### src/rtl/load_store_unit.sv
// rtl/load_store_unit.sv - load/store unit with lane steering, alignment exceptions and a handshake bus
// Optional bus-wait timeout (buserr) is built in when LSU_TIMEOUT_EN is defined.

`ifndef EXE_LB_OP
`define EXE_LB_OP  8'b11100000
`define EXE_LBU_OP 8'b11100100
`define EXE_LH_OP  8'b11100001
`define EXE_LHU_OP 8'b11100101
`define EXE_LW_OP  8'b11100011
`define EXE_SB_OP  8'b11101000
`define EXE_SH_OP  8'b11101001
`define EXE_SW_OP  8'b11101011
`endif

module load_store_unit #(
   parameter int ADDR_W  = 32,
   parameter int TIMEOUT = 255
) (
   input  logic              clk,
   input  logic              resetn,
   input  logic              in_valid,
   output logic              in_ready,
   input  logic [7:0]        op,
   input  logic [ADDR_W-1:0] addr,
   input  logic [31:0]       wdata_in,
   output logic              bus_req,
   output logic              bus_we,
   output logic [3:0]        bus_be,
   output logic [ADDR_W-1:0] bus_addr,
   output logic [31:0]       bus_wdata,
   input  logic              bus_ack,
   input  logic [31:0]       bus_rdata,
   output logic              done,
   output logic [31:0]       result,
   output logic              adel,
   output logic              ades,
   output logic              buserr,
   output logic [ADDR_W-1:0] badvaddr
);

   if (TIMEOUT < 1 || TIMEOUT > 65535) begin : g_bad_timeout
      $error("load_store_unit: TIMEOUT must be within 1..65535");
   end

   typedef enum logic [1:0] {S_IDLE, S_BUS, S_RESP} state_t;

   // sz: 0 byte, 1 half, 2 word
   typedef struct packed {
      logic       ld;
      logic       st;
      logic [1:0] sz;
      logic       sx;
   } dec_t;

   function automatic dec_t decode(input logic [7:0] o);
      dec_t d;
      d = '0;
      case (o)
         `EXE_LB_OP:  begin d.ld = 1'b1; d.sz = 2'd0; d.sx = 1'b1; end
         `EXE_LBU_OP: begin d.ld = 1'b1; d.sz = 2'd0; end
         `EXE_LH_OP:  begin d.ld = 1'b1; d.sz = 2'd1; d.sx = 1'b1; end
         `EXE_LHU_OP: begin d.ld = 1'b1; d.sz = 2'd1; end
         `EXE_LW_OP:  begin d.ld = 1'b1; d.sz = 2'd2; end
         `EXE_SB_OP:  begin d.st = 1'b1; d.sz = 2'd0; end
         `EXE_SH_OP:  begin d.st = 1'b1; d.sz = 2'd1; end
         `EXE_SW_OP:  begin d.st = 1'b1; d.sz = 2'd2; end
         default:     d = '0;
      endcase
      return d;
   endfunction

   state_t              state_q, state_d;
   logic [7:0]          op_q, op_d;
   logic [ADDR_W-1:0]   addr_q, addr_d;
   logic [31:0]         wdata_q, wdata_d;
   logic [31:0]         result_q, result_d;
   logic                adel_q, adel_d;
   logic                ades_q, ades_d;
   logic [ADDR_W-1:0]   badvaddr_q, badvaddr_d;
`ifdef LSU_TIMEOUT_EN
   localparam logic [15:0] TMO_LAST = 16'(TIMEOUT - 1);
   logic                buserr_q, buserr_d;
   logic [15:0]         cnt_q, cnt_d;
`endif

   dec_t        in_dec, q_dec;
   logic        in_mis;
   logic [1:0]  lane;
   logic [31:0] rd_shift;
   logic [31:0] load_val;
   logic [3:0]  be_val;
   logic [31:0] wd_val;
   logic        in_bus;

   assign in_dec = decode(op);
   assign q_dec  = decode(op_q);
   assign in_mis = ((in_dec.sz == 2'd1) && addr[0]) || ((in_dec.sz == 2'd2) && (addr[1:0] != 2'b00));
   assign lane   = addr_q[1:0];

   // Loads pick the addressed lane out of the full bus word.
   always_comb begin
      rd_shift = bus_rdata >> {lane, 3'b000};
      case (q_dec.sz)
         2'd0:    load_val = {{24{q_dec.sx & rd_shift[7]}}, rd_shift[7:0]};
         2'd1:    load_val = {{16{q_dec.sx & rd_shift[15]}}, rd_shift[15:0]};
         default: load_val = bus_rdata;
      endcase
   end

   always_comb begin
      case (q_dec.sz)
         2'd0: begin
            be_val = 4'b0001 << lane;
            wd_val = {4{wdata_q[7:0]}};
         end
         2'd1: begin
            be_val = 4'b0011 << lane;
            wd_val = {2{wdata_q[15:0]}};
         end
         default: begin
            be_val = 4'b1111;
            wd_val = wdata_q;
         end
      endcase
   end

   always_comb begin
      state_d    = state_q;
      op_d       = op_q;
      addr_d     = addr_q;
      wdata_d    = wdata_q;
      result_d   = result_q;
      adel_d     = adel_q;
      ades_d     = ades_q;
      badvaddr_d = badvaddr_q;
`ifdef LSU_TIMEOUT_EN
      buserr_d   = buserr_q;
      cnt_d      = cnt_q;
`endif
      case (state_q)
         S_IDLE: begin
            if (in_valid) begin
               op_d    = op;
               addr_d  = addr;
               wdata_d = wdata_in;
               // No-ops and misaligned accesses never touch the bus.
               if (!(in_dec.ld || in_dec.st) || in_mis) begin
                  state_d    = S_RESP;
                  result_d   = '0;
                  adel_d     = in_dec.ld & in_mis;
                  ades_d     = in_dec.st & in_mis;
                  badvaddr_d = in_mis ? addr : '0;
`ifdef LSU_TIMEOUT_EN
                  buserr_d   = 1'b0;
`endif
               end else begin
                  state_d = S_BUS;
`ifdef LSU_TIMEOUT_EN
                  cnt_d   = '0;
`endif
               end
            end
         end
         S_BUS: begin
            if (bus_ack) begin
               state_d  = S_RESP;
               result_d = q_dec.ld ? load_val : '0;
               adel_d   = 1'b0;
               ades_d   = 1'b0;
`ifdef LSU_TIMEOUT_EN
               buserr_d = 1'b0;
`endif
            end
`ifdef LSU_TIMEOUT_EN
            else if (cnt_q == TMO_LAST) begin
               state_d    = S_RESP;
               result_d   = '0;
               adel_d     = 1'b0;
               ades_d     = 1'b0;
               buserr_d   = 1'b1;
               badvaddr_d = addr_q;
            end else begin
               cnt_d = cnt_q + 16'd1;
            end
`endif
         end
         S_RESP:  state_d = S_IDLE;
         default: state_d = S_IDLE;
      endcase
   end

   always_ff @(posedge clk or negedge resetn) begin
      if (!resetn) begin
         state_q    <= S_IDLE;
         op_q       <= '0;
         addr_q     <= '0;
         wdata_q    <= '0;
         result_q   <= '0;
         adel_q     <= 1'b0;
         ades_q     <= 1'b0;
         badvaddr_q <= '0;
`ifdef LSU_TIMEOUT_EN
         buserr_q   <= 1'b0;
         cnt_q      <= '0;
`endif
      end else begin
         state_q    <= state_d;
         op_q       <= op_d;
         addr_q     <= addr_d;
         wdata_q    <= wdata_d;
         result_q   <= result_d;
         adel_q     <= adel_d;
         ades_q     <= ades_d;
         badvaddr_q <= badvaddr_d;
`ifdef LSU_TIMEOUT_EN
         buserr_q   <= buserr_d;
         cnt_q      <= cnt_d;
`endif
      end
   end

   // Bus outputs decode straight from state so reset drops them without waiting for a clock.
   assign in_bus    = (state_q == S_BUS);
   assign in_ready  = resetn & (state_q == S_IDLE);
   assign bus_req   = in_bus;
   assign bus_we    = in_bus & q_dec.st;
   assign bus_be    = in_bus ? be_val : 4'b0000;
   assign bus_addr  = in_bus ? {addr_q[ADDR_W-1:2], 2'b00} : '0;
   assign bus_wdata = (in_bus && q_dec.st) ? wd_val : 32'd0;
   assign done      = (state_q == S_RESP);
   assign result    = result_q;
   assign adel      = adel_q;
   assign ades      = ades_q;
   assign badvaddr  = badvaddr_q;
`ifdef LSU_TIMEOUT_EN
   assign buserr    = buserr_q;
`else
   assign buserr    = 1'b0;
`endif

endmodule

### config.mk
export PLATFORM = sky130hd
export DESIGN_NAME = load_store_unit
export DESIGN_NICKNAME = d
export VERILOG_FILES = /design/src/rtl/load_store_unit.sv
export SDC_FILE = /design/constraint.sdc
export NUM_CORES = 1
export LEC_CHECK = 0
export ABC_CLOCK_PERIOD_IN_PS = 2050
export CORE_UTILIZATION = 41
export CTS_CLUSTER_DIAMETER = 40
export CTS_CLUSTER_SIZE = 12
export DETAILED_ROUTE_END_ITERATION = 16
export GPL_TIMING_DRIVEN = 1
export PLACE_DENSITY = 0.77
export SLEW_MARGIN = 20
export SYNTH_ARGS = -nofsm -noshare
export SYNTH_HDL_FRONTEND = slang
export SYNTH_SLANG_ARGS = --single-unit
### constraint.sdc
create_clock -name clk -period 2.05 [get_ports clk]
set_clock_uncertainty 0.15 [all_clocks]
set_input_delay 0.205 -clock clk [delete_from_list [all_inputs] [get_ports clk]]
set_output_delay 0.205 -clock clk [all_outputs]
set_load 0.02 [all_outputs]
=== Word-level counts from Yosys, hierarchy flattened ===
Cells that the tools add are included.

* Flip-flop bits (word level): 140
* Latch bits: 0
* Memory bits (writable): 0
* Memory bits (read-only): 0
* Memories: 0

* $add $sub $neg: 0
* Multipliers: 0
* Div/mod/pow operators: 0
* $lt $le $gt $ge: 0
* Equal/unequal tests: 24
* Shift operators: 3
* Multiplexer cells: 30
* Bitwise gates (word level): 6
* Reduce and logical (&&, ||, !) cells: 24

{| class="wikitable"
|+ Operator list
! operator !! count
|-
| 32-bit 2-to-1 mux || 7
|-
| 32-bit case mux with 2 select lines || 3
|-
| 8-bit == test (second input constant) || 16
|-
| 32-bit by 5-bit >> shifter with 16-bit output || 1
|-
| 2-bit case mux with 2 select lines || 3
|-
| 3-bit OR reduction || 4
|-
| 1-bit 2-to-1 mux || 10
|-
| 5-bit OR reduction || 2
|-
| 4-bit case mux with 2 select lines || 1
|-
| 1-bit bitwise AND || 6
|-
| 2-bit by 1-bit == test with 1-bit output (second input constant) || 3
|-
| 2-bit 2-to-1 mux || 3
|-
| 2-bit inequality test (second input constant) || 3
|-
| 2-bit OR reduction || 3
|-
| 2-bit == test (second input constant) || 2
|-
| 2-bit logical NOT || 2
|-
| 4-bit 2-to-1 mux || 1
|-
| 1-bit case mux with 2 select lines || 2
|-
| 2-bit AND reduction || 2
|-
| 4-bit AND reduction || 1
|-
| 2-bit nonzero test || 2
|-
| 1-bit by 2-bit left shift with 4-bit output (first input constant) || 1
|-
| 2-bit by 2-bit left shift with 4-bit output (first input constant) || 1
|-
| 1-bit logical AND || 3
|-
| 3 further kinds || 5
|}

=== Depth between registers and ports, before layout ===
* Depth after elaboration: 10
* Depth in mapped cells: 9
* Mapped depth without buffers: 6

=== Worst setup path after synthesis ===
Ideal clock, no wire load.

* Path kind: reg-to-output
* From: register state_q[1]
* To: output port bus_wdata[27]
* Data arrival time: 2.060 ns
* Required time: 1.695 ns
* Setup slack: -0.365 ns
* Cell stages (with the launch flop): 9
* Path buffers: 2
* Cells stage by stage: dfrtp_1 -> nand2b_1 -> a211o_1 -> or3b_1 -> buf_2 -> inv_2 -> buf_2 -> o21ai_0 -> a31oi_1

* Cells in the longest elaborated chain, start to end: 3

{| class="wikitable"
|+ RTL lines
! what !! line !! source
|-
| from (decl) || 72 || <nowiki>state_t state_q, state_d;</nowiki>
|-
| from (signal assigned) || 207 || <nowiki>state_q <= state_d;</nowiki>
|-
| 2-bit by 1-bit == test with 1-bit output || 223 || <nowiki>assign in_bus = (state_q == S_BUS);</nowiki>
|-
| 1-bit logical AND || 229 || <nowiki>assign bus_wdata = (in_bus && q_dec.st) ? wd_val : 32'd0;</nowiki>
|-
| 32-bit 2-to-1 mux || 229 ||
|-
| to (decl) || 30 || <nowiki>output logic [31:0] bus_wdata,</nowiki>
|}

No other way between the ends.

=== Worst setup path after layout ===
* From: register op_q[4]
* To: output port bus_wdata[14]

* Cells in the longest elaborated chain, start to end: 6

{| class="wikitable"
|+ RTL lines
! what !! line !! source
|-
| from (decl) || 73 || <nowiki>logic [7:0] op_q, op_d;</nowiki>
|-
| from (signal assigned) || 208 || <nowiki>op_q <= op_d;</nowiki>
|-
| 8-bit == test || 58 || <nowiki>case (o)</nowiki>
|-
| 3-bit OR reduction (no source line) / 2-bit OR reduction (equally long branches) || - ||
|-
| 2-bit case mux with 2 select lines || 58 ||
|-
| 2-bit by 1-bit == test with 1-bit output / 2-bit logical NOT (equally long branches) || 111 || <nowiki>case (q_dec.sz)</nowiki>
|-
| 32-bit case mux with 2 select lines || 111 ||
|-
| 32-bit 2-to-1 mux * || 229 ||
|}

Mark *: on every way between the ends. The rest lies on a longest branch, timed or not.

==> metrics.md <==
| Metric | Value |
|---|---|
| Final Net Count | between 1000 and 1500 |
| Max-slew violation count | 0 |
| Antenna-violating nets left | 0 |
| Vias in the first global route | approximately 6600 |
| Placed insts | about 1100 |
| Failing checks | negative setup slack |
| Sequential group share of total power | 41.2% |
| Num CTS Buffers | 17 |
| Worst R2R Path Depth | 7 |
| CTS root buf | clkbuf_16 |
| Initial antenna violation count | 0 |
| Worst VDD drop | a little under 600 uV |
| Die H | between 100 and 150 um |
| Die area | approximately 0.017 mm2 |
| CP Max Fanout | 8 |
| CP Class | flop to output pin |
| Place WS | -754 ps |
| Dpl hpwl | 15.8 mm |
| Starting density of the core | between 40% and 50% |
| # DRC | 0 |
| Yosys Warn Count | 0 |
| Critical path's largest stage delay | ~450 ps |
| Synth Flop Type | dfrtp_1 |
| DP Area | between 0.01 and 0.015 mm2 |
| Synthesized area | 0.00685 mm2 |
| Largest net degree at the start of global routing | ~140 |
| Clock transition at path regs | 60 ps |
| Core ar. | roughly 0.016 mm2 |
| Logic pwr share | about 19% |
| Tcrit/Tclk final | 129% |
| Top cells by count, synth | 140 x dfrtp_1, 79 x mux2_2, 71 x nand2_1 |
| Setup ws final | -587 ps |
| WL final | approximately 23 mm |
| Post-synthesis async set-or-reset flop share | between 90% and 100% |
| GRT overflow | 0 |
| Layout Cells excl Fill | roughly 1200 |
| CP Depth | 7 |
| H-tree depth | 4 |
| Cells after Synth | a little over 600 |
| Seq/Total Area, Yosys | between 50% and 60% |
| Clock share of power | between 40% and 50% |
| Number of synthesized flops with an enable pin | 0 |
| CTS Sinks | 140 |
| CTS max path bufs | 2 |
| Register bit total from synthesis | 140 |
| Most frequent cell after synthesis | dfrtp_1 |
| Area delta synth->final | 66.5% |
| RePlAce Congestion | 0.919 |
| Status | finished with violations |
| Min Tclk post-route | between 2000 and 3000 ps |
| DR vias/cell | 5.50 |
| Int Power | about 5800 uW |
| Crit path buf inv count | 3 |
| First-pass GRT wire length | approximately 36 mm |
| DR iter-0 viols | 361 |
| Port Buffers | between 200 and 250 |
| Pwr per Cell Area | 688 mW/mm2 |
| Synth cell types | 51 |
| Io pins | 247 |
| Width of the die | roughly 130 um |
| Max Clk Rate | about 380 MHz |
| Avg Inst Size Synth | 11.1 um2 |
| Critical Path, Cell by Cell | nand4b_1, a211o_1, or3b_4, inv_6, buf_12, o221a_4, buf_6 |
| MaxCap Viol Count | 0 |
| Final Cell Area | 0.0114 mm2 |
| Leak | just under 0.005 uW |
| NetSw | about 2000 uW |
| Switch share | 26.3% |
| Setup total negative slack | -26770 ps |
| Crit path max-delay cell type | or3b_4 |
| FILL cells | roughly 1100 |
| Arr. time, crit path | about 2300 ps |
| Gr usage total | approximately a quarter |
| Relative slew margins | 47.8% |
| Num rows | 46 |
| Clk Latency, worst-skew pair | between 400 and 500 ps |
| Top-area cell type share of the netlist area | about half |
| Area leader, netlist | dfrtp_1 |
| CTS tree | built |
| Top post-synthesis cells by area | dfrtp_1 51%, mux2_2 13%, a32o_1 4.8%, nand2_1 3.9%, and2_1 3.7% |
| Final Hold Fails | 0 |
| Hold path depth | 2 |
| Critical path required time | between 1500 and 2000 ps |
| Routed via count | 6348 |
| DRT Pass-1 Iters | 6 |
| Delay-heaviest family, CP | simple AND/OR/NAND/NOR gates |
| Critical Path Source Type | flop |
| Setup Viol. Count Final | 81 |
| Share of layout cells above drive strength 1 | 39.5% |
| Worst Hold Class | primary input to flop |
| Wire per inst | 20.2 um |
| Setup crit end kind | output pin |
| Unrepaired setup endpoints after global routing | true |
| Worst-Margin Slew | 784 ps |
| # diodes | 0 |
[per-layer routing]
layer / global-route usage [%] / wire length (um) / up-vias
met5: 0 / 0 / -
met4: 11.5 / 683 / 0
met3: 8.14 / 1870 / 53
met2: 44.5 / 11700 / 280
met1: 31.7 / 9040 / 3161
li1: - / - / 2854
[area by class of cell]
cell class                 count  area, um2  share of cell area (%)
clock buffer                  21        470                    4.13
clock inverter                10        140                    1.23
inverter                       8       38.8                   0.340
multi-input combinational    423       3500                    30.7
sequential                   140       3500                    30.7
tap                          216        270                    2.37
timing repair buffer         336       3470                    30.4
timing repair inverter         1       7.51                  0.0658
[sequential cells by signal, indices dropped and copies added (netlist names)]
signal and cells:
badvaddr 32, wdata_q 32, adel 1, op_q 8, addr_q 32, ades 1
result 32, state_q 2
[what timing repair did]
item	CTS	global route
gates resized for setup	453	52
setup endpoints to repair	87	95
cloned	3	3
buffers inserted	10	15
pin swaps	10	8
hold buffers	1	0
hold endpoints to repair	140	0
[logic make-up (layout without fill, tap and decap cells)]
logic type,Yosys count,after routing,share of synthesized area (%)
AND/OR/NAND/NOR,171,171,12.5
AO/OA/AOI/OAI,160,160,17.9
flip-flops,140,140,51.2
multiplexers,89,89,14.5
buffers and inverters,58,376,3.95
other,1,3,0.0548
[final timing paths]
check	from	to	slack (ps)
worst min-delay path	wdata_in[15]	wdata_q[15]	250
worst max-delay path	op_q[4]	bus_wdata[14]	-590
worst max register to register	op_q[0]	result[24]	-310
min in group asynchronous	resetn	result[7]	370
max in group asynchronous	resetn	wdata_q[11]	760
worst min register to register	result[21]	result[21]	330
[power groups by stage]
stage               clock network, uW  logic (uW)  registers (uW)
floorplan                           0         706            3190
global placement                    0        1310            3230
detailed placement                  0        1350            3250
CTS                              3210        1390            3220
global route                     3360        1560            3250
finish                           3160        1450            3230
[stage by stage]
stage,hold WS [ps],util [%],power [uW]
finish,249,70.8,7840
global route,240,70.8,8170
CTS,235,69.0,7820
detailed placement,262,63.1,4600
global placement,254,63.1,4540
floorplan,-241,-,3890
[cells in the final DEF (no fill, tap or decap), types with 6 or more instances in the layout]
cell and n:
o31ai_2 10, dfrtp_1 139, buf_12 13, mux2_2 79, nand2_1 69, o221a_4 7, o21ai_1 6, a21oi_1 16
o21ai_0 32, mux2i_1 9, o21ai_2 7, buf_6 72, a32o_1 33, and2_4 39, nor2b_1 6, buf_4 71
a21boi_0 6, nor2_1 25, nand3b_1 7, clkdlybuf4s50_1 172, a22oi_1 7, clkbuf_16 19
Note: power is estimated with default switching activity, not from simulation.
